$ cat config.mk
export PLATFORM = sky130hd
export DESIGN_NAME = opr_sequencer
export DESIGN_NICKNAME = d
export VERILOG_FILES = /design/src/rtl/opr_sequencer.sv
export SDC_FILE = /design/constraint.sdc
export NUM_CORES = 1
export LEC_CHECK = 0
export ABC_AREA = 1
export CELL_PAD_IN_SITES_DETAIL_PLACEMENT = 1
export CELL_PAD_IN_SITES_GLOBAL_PLACEMENT = 2
export CORE_MARGIN = 4
export CORE_UTILIZATION = 25
export DETAILED_ROUTE_END_ITERATION = 12
export PLACE_DENSITY_LB_ADDON = 0.08
export SLEW_MARGIN = 20
export SYNTH_ARGS = -nofsm -noshare
export SYNTH_HDL_FRONTEND = slang
export SYNTH_SLANG_ARGS = --single-unit
$ cat constraint.sdc
create_clock -name clk -period 3.16 [get_ports clk]
set_clock_uncertainty 0.2 [all_clocks]
set_input_delay 0.316 -clock clk [delete_from_list [all_inputs] [get_ports clk]]
set_output_delay 0.316 -clock clk [all_outputs]
set_load 0.01 [all_outputs]
$ cat src/rtl/opr_sequencer.sv
// opr_sequencer: multi-cycle PDP-8 OPR executor (decode, group exec, MQ, PC/skip, halt); optional OPR_SEQ_PERF_EN adds group/skip counters
module opr_sequencer #(
    parameter int WORD_W  = 12,
    parameter int MICRO_W = 9
) (
    input  logic               clk,
    input  logic               rst_n,
    input  logic               start,
    input  logic [WORD_W-1:0]  ir,
    input  logic [WORD_W-1:0]  ac_in,
    input  logic               l_in,
    input  logic [WORD_W-1:0]  pc_in,
    input  logic [WORD_W-1:0]  sr_in,
    input  logic               cont,
    output logic [MICRO_W-1:0] dec_ir,
    output logic [WORD_W-1:0]  dec_ac,
    output logic               dec_l,
    input  logic [WORD_W-1:0]  dec_ac_micro,
    input  logic               dec_l_micro,
    input  logic               dec_skip,
    input  logic               dec_g1,
    input  logic               dec_g2,
    input  logic               dec_g3,
    output logic               ready,
    output logic               done,
    output logic [WORD_W-1:0]  ac_out,
    output logic               l_out,
    output logic [WORD_W-1:0]  pc_out,
    output logic [WORD_W-1:0]  mq_out,
    output logic               halted,
`ifdef OPR_SEQ_PERF_EN
    output logic [15:0]        cnt_g1,
    output logic [15:0]        cnt_g2,
    output logic [15:0]        cnt_g3,
    output logic [15:0]        cnt_skip,
`endif
    output logic               illegal
);
    typedef enum logic [2:0] {IDLE, DECODE, EXEC, WB, HALTED} state_t;
    state_t state;
    logic [2:0] op;
    logic [WORD_W-1:0] pc_q, sr_q, ac_m, t, ex_ac, ex_mq, pc_next;
    logic l_m, skip_m, g1_m, g2_m, g3_m, halt_pending;
    logic bad, mqa, mql, ex_l, ex_skip, ex_halt;

    // Group execution from the registered decoder results; a non-one-hot group set leaves state untouched
    always_comb begin
        bad     = !$onehot({g1_m, g2_m, g3_m});
        mqa     = dec_ir[6];
        mql     = dec_ir[4];
        t       = dec_ir[7] ? '0 : dec_ac;
        ex_ac   = bad ? dec_ac :
                  g1_m ? ac_m :
                  g2_m ? (t | (dec_ir[2] ? sr_q : '0)) :
                  (mqa && mql) ? mq_out :
                  mqa ? (t | mq_out) :
                  mql ? '0 : t;
        ex_l    = (g1_m && !bad) ? l_m : dec_l;
        ex_mq   = (g3_m && !bad && mql) ? t : mq_out;
        ex_skip = g2_m && !bad && skip_m;
        ex_halt = g2_m && !bad && dec_ir[1];
        pc_next = pc_q + WORD_W'(1) + WORD_W'(ex_skip);
    end

    // Sequencer FSM with registered handshake and result outputs
    always_ff @(posedge clk or negedge rst_n) begin
        if (!rst_n) begin
            state        <= IDLE;
            ready        <= 1'b1;
            done         <= 1'b0;
            illegal      <= 1'b0;
            halted       <= 1'b0;
            halt_pending <= 1'b0;
            ac_out       <= '0;
            l_out        <= 1'b0;
            pc_out       <= '0;
            mq_out       <= '0;
            dec_ir       <= '0;
            dec_ac       <= '0;
            dec_l        <= 1'b0;
            op           <= '0;
            pc_q         <= '0;
            sr_q         <= '0;
            ac_m         <= '0;
            l_m          <= 1'b0;
            skip_m       <= 1'b0;
            g1_m         <= 1'b0;
            g2_m         <= 1'b0;
            g3_m         <= 1'b0;
`ifdef OPR_SEQ_PERF_EN
            cnt_g1       <= '0;
            cnt_g2       <= '0;
            cnt_g3       <= '0;
            cnt_skip     <= '0;
`endif
        end else begin
            done    <= 1'b0;
            illegal <= 1'b0;
            case (state)
                IDLE: if (start) begin
                    dec_ir <= ir[MICRO_W-1:0];
                    op     <= ir[WORD_W-1:WORD_W-3];
                    dec_ac <= ac_in;
                    dec_l  <= l_in;
                    pc_q   <= pc_in;
                    sr_q   <= sr_in;
                    ready  <= 1'b0;
                    state  <= DECODE;
                end
                DECODE: begin
                    ac_m   <= dec_ac_micro;
                    l_m    <= dec_l_micro;
                    skip_m <= dec_skip;
                    g1_m   <= dec_g1;
                    g2_m   <= dec_g2;
                    g3_m   <= dec_g3;
                    if (op != 3'b111) begin
                        ac_out       <= dec_ac;
                        l_out        <= dec_l;
                        pc_out       <= pc_q + WORD_W'(1);
                        halt_pending <= 1'b0;
                        done         <= 1'b1;
                        illegal      <= 1'b1;
                        state        <= WB;
                    end else begin
                        state <= EXEC;
                    end
                end
                EXEC: begin
                    ac_out       <= ex_ac;
                    l_out        <= ex_l;
                    mq_out       <= ex_mq;
                    pc_out       <= pc_next;
                    halt_pending <= ex_halt;
                    done         <= 1'b1;
                    illegal      <= bad;
                    state        <= WB;
`ifdef OPR_SEQ_PERF_EN
                    if (g1_m && !bad && cnt_g1 != 16'hFFFF) cnt_g1 <= cnt_g1 + 16'd1;
                    if (g2_m && !bad && cnt_g2 != 16'hFFFF) cnt_g2 <= cnt_g2 + 16'd1;
                    if (g3_m && !bad && cnt_g3 != 16'hFFFF) cnt_g3 <= cnt_g3 + 16'd1;
                    if (ex_skip && cnt_skip != 16'hFFFF) cnt_skip <= cnt_skip + 16'd1;
`endif
                end
                WB: begin
                    state  <= halt_pending ? HALTED : IDLE;
                    ready  <= !halt_pending;
                    halted <= halt_pending;
                end
                HALTED: if (cont) begin
                    state  <= IDLE;
                    halted <= 1'b0;
                    ready  <= 1'b1;
                end
                default: begin
                    state <= IDLE;
                    ready <= 1'b1;
                end
            endcase
        end
    end
endmodule

# After elaboration in Yosys (flattened, before gate mapping)
# Cells that the tools add are included.
# op_classes
shifts,0
mux,30
mul,0
bitwise_logic,3
div_mod_pow,0
n_addsub,4
n_reduce_logical,19
n_lt_le_gt_ge,0
n_eq_ne,9
# ops
cell,n
$mux W12,10
$pmux W12 S2,2
$or A12 B12 Y12,2
$pmux W3 S5,1
$add A12 B1 Y12,1
$add A12 B1 Y12 const B,1
$pmux W1 S2,5
$reduce_and A2 Y1,5
$mux W3,3
$mux W1,8
$logic_and A1 B1 Y1,7
$eq A3 B2 Y1 const B,2
$ne A2 B2 Y1 const B,3
$pmux W1 S4,1
$reduce_bool A2 Y1,2
$eq A3 B1 Y1 const B,1
$eq A3 B3 Y1 const B,1
$logic_not A3 Y1,1
$ne A3 B3 Y1 const B,1
$reduce_and A3 Y1,1
$add A1 B1 Y2,1
$add A2 B1 Y2,1
$eq A2 B1 Y1 const B,1
$logic_not A1 Y1,2
2 further kinds,2
# word_totals
mem_bits_rw,0
latchBits,0
in_bits,70
n_memories,0
rom_bits,0
out_inout_bits,63
regBits,111

# Longest topological paths before layout
# logic_depth
ltp_word,8
mapped_depth,18
depth_no_buf,17

# Worst setup path after synthesis
# No wires, ideal clock.
# synth_path
path_type,register to register
startpoint,reg g2_m
endpoint,reg pc_out[10]
arrival_time_ps,2712
stages_incl_launch_ff,16
setup_slack_ps,130
n_path_buf,1
setup_time_ps,117
t_required_ps,2843
path_cell_list,dfrtp_1 > inv_1 > buf_1 > fa_1 > nor2_1 > nand2_1 > nor2_1 > ha_1 > ha_1 > inv_1 > nor2_2 > nand3_2 > nor2_2 > nand4_1 > nand3_1 > nand2_1
# synth_between
elab_chain_cells,7
# synth_lines
item,line,text
start: declaration,43,"logic l_m, skip_m, g1_m, g2_m, g3_m, halt_pending;"
start signal: assignment,115,g2_m <= dec_g2;
$add A1 B1 Y2 (implied by the code),48,"bad = !$onehot({g1_m, g2_m, g3_m});"
$add A2 B1 Y2 (implied by the code),48,
$eq A2 B1 Y1,48,
$logic_and A1 B1 Y1 * (2 in series),60,ex_skip = g2_m && !bad && skip_m;
$add A12 B1 Y12 *,62,pc_next = pc_q + WORD_W'(1) + WORD_W'(ex_skip);
$pmux W12 S2 *,99,case (state)
end signal: assignment,120,pc_out <= pc_q + WORD_W'(1);
end signal: assignment,133,pc_out <= pc_next;
end: declaration,28,"output logic [WORD_W-1:0] pc_out,"
# Every way passes the cells marked *; elsewhere a longest branch is shown, timed or not.
# A chain may end at the register's enable or synchronous reset.

# Worst setup path after layout
# layout_path
startpoint,reg g3_m
endpoint,reg pc_out[10]
# layout_between
elab_chain_cells,7
# layout_lines
item,line,text
start: declaration,43,
start signal: assignment,116,g3_m <= dec_g3;
$add A1 B1 Y2 (implied by the code),48,
$add A2 B1 Y2 (implied by the code),48,
$eq A2 B1 Y1,48,
$logic_and A1 B1 Y1 (2 in series),60,
$add A12 B1 Y12,62,
$pmux W12 S2,99,
# No other way between the ends.

==> impl_results.md <==
- Status: finished clean
- Synth Instances: 662
- Slew HR: around 52%
- Design Area, Final: 0.007297 mm^2
- Min Hold Slack: 0.2775 ns
- Core area: between 0.02 and 0.025 mm^2
- Syn Area/Cell: 8.080 um^2
- Crit. Startpoint: g3_m
- Num CTS Buffers: 9
- H-tree Lvls: 3
- Initial DRT Pass Iterations: 4
- Async S/R FF share, synth: 100.0%
- Antenna diodes: 0
- CP endpoint kind: register
- Initial DRC Count: just over 200
- Setup TNS: 0 ns
- Die W: roughly 150 um
- Ranking of synthesized cells by area: dfrtp_1 51%, nand2_1 15%, o21ai_0 7.3%
- Detail Placement HPWL: 13440 um
- Startpoint Class: register
- # IOs: 133
- Vias per cell: 4.520
- Top FF cell, synth: dfrtp_1
- Number of port buffers: 132
- Fin crit period: 2.755 ns
- Register area share after synthesis: 51.95%
- Height of the chip: 154.3 um
- Postcts setup bufs: 0
- Count leader, synth: nand2_1
- Clk_lat worst skew: 0.36 ns
- Synth top area share: 51.46%
- Number of flops mapped to enable cells by yosys: 0
- Final hold vios: 0
- Routed wire length: between 15000 and 20000 um
- Starting Density: 25.44%
- Fin nets: between 800 and 900
- Hold Crit Class: reg -> reg
- Crit path kind: reg -> reg
- Syn nets: 736
- CTS tree: built
- RePlAce Congestion: approximately 0.81
- WP data required: around 3.3 ns
- Worst r2r src: g3_m
- Worst VDD drop: 385.3 uV
- Tcrit/Tclk final: 87.19%
- Pin count of the biggest net entering global routing: 112
- Bufs on Longest Clock Path: 2
- DR WL/cell: roughly 17 um
- Library cells used by synthesis: 37
- Syn. warnings: 0
- Number of synthesized register bits: 111
- Synth cell count leaders: 210 x nand2_1, 110 x dfrtp_1, 78 x o21ai_0, 62 x inv_1, 43 x nor2_1
- Mapped Area: 0.005349 mm^2
- Initial antenna violation count: 0
- Routed Antenna Nets: 0
- Global-route wire length before repair: 29060 um
- Clock transition at the registers of the reported paths: 0.07 ns
- Critical path fanouts, max: 5
- Vias: roughly 4800
- Crit-path slowest cell: fa_1
- Number of remaining DRC errors: 0
- RSZ-0062 raised after global routing: no
- P per Cell Area: 1035 mW/mm^2
- CP Cell Sequence: inv_1 -> fa_1 -> nor2_1 -> nand2_1 -> nor2_1 -> ha_1 -> ha_1 -> inv_1 -> nor2_2 -> nand3_2 -> nor2_2 -> nand3_1 -> nand2_1 -> nand3_1 -> nand2_1
- Vias in the first global route: 5124
- Post-synth top area cell: dfrtp_1
- Max Clk Rate: around 0.36 GHz
- Die area: 0.02380 mm^2
- Clock sink count: 111
- Area grow syn2layout: 36.42%
- WP data arrival: ~2.9 ns
- Crit path largest cell delay: 0.44 ns
- Hold path start: l_m
- Crit-path most repeated cell: nand2_1
- Dpl cell area: 0.006980 mm^2
- Max-cap violations: 0
- GR Util All Layers: 15.47%
- Row Count: 53
- Root Driver: clkbuf_16
- Share of layout cells above drive strength 1: around 6.7%
- CTS resizes: 0
- Worst-Margin Slew: 0.7145 ns
- Pleak: 3.238 nW
- Slew Limit Fails: 0
- Grt ovf: 0
- Cts hold-fix bufs: 1
- Final setup viols: 0
through the flow:
stage                     instances  worst slack (ns)  power [mW]  util [%]
final                          1068            0.4047       7.554     34.71
after global routing           1068            0.1561       8.227     34.71
after CTS                      1068            0.3600       7.707     34.71
after detailed placement       1051            0.3784       6.458     33.21
after global placement         1051            0.4886       6.356     33.21
after floorplan                 662            0.1304       4.634         -
routing by layer:
layer,vias to the layer above,track usage [%],wire length (um)
li1,2380,-,-
met5,-,0,0
met1,2348,21.64,8878
met4,0,3.827,206
met2,86,24.98,8545
met3,13,2.658,665
layout by cell type, fill, tap and decap left out, types with 4 or more instances in the layout:
cell type,instances
o21ai_1,7
inv_1,62
a21oi_2,7
nand2_1,210
clkdlybuf4s50_1,131
nand4_1,4
nor2_1,43
nand3_1,34
a31oi_1,14
o21ai_0,78
buf_4,11
xor2_1,5
clkbuf_16,9
dfrtp_1,110
a21oi_1,16
o211ai_1,11
sequential cells by signal, indices dropped and copies added, names as in the netlist, 3 cells and up:
name    count
pc_q       12
dec_ir      9
dec_ac     12
ac_m       12
mq_out     12
pc_out     12
ac_out     12
op          3
state       3
sr_q       12
power by group:
part / total [mW] / leakage [nW] / switching [mW] / internal [mW]
clock network: 1.21 / 0.145 / 0.569 / 0.643
registers: 2.65 / 1.37 / 0.538 / 2.12
logic: 3.69 / 1.73 / 2.17 / 1.52
worst max-delay path, delay by kind of cell (launching register included):
| family | cells | cell delay, ns |
|---|---|---|
| simple gates | 10 | 1.17 |
| fa+ha+maj | 3 | 0.78 |
| flops | 1 | 0.36 |
| buf+inv | 2 | 0.19 |
kinds of logic (layout without fill, tap and decap cells):
family	count (synthesis)	count (layout)	share of synthesized area (%)
AND/OR/NAND/NOR	308	308	24.28
AO/OA/AOI/OAI	138	138	14.46
flip-flops	111	111	51.95
buffers and inverters	96	227	7.415
XOR/XNOR	5	5	0.8187
adder cells (fa/ha/maj)	4	4	1.076
cell type report:
cell class	instances	area (um^2)
clock buffer	10	239.0
fill	2484	13720
timing repair buffer	145	1444
tap	275	344.1
multi-input combinational	455	2173
inverter	66	250.2
clock inverter	6	67.56
sequential	111	2779
path summary, 6_finish.rpt:
kind / end / slack [ns] / cells past startpoint
setup / recovery: pc_out[10] / 0.40 / 15
hold / removal: l_m / 0.28 / 2
setup reg to reg: pc_out[10] / 0.40 / 15
hold reg to reg: l_m / 0.28 / 2
max in group asynchronous: skip_m / 1.85 / 3
min in group asynchronous: pc_out[6] / 0.31 / 3
(Power assumes the default switching activity.)
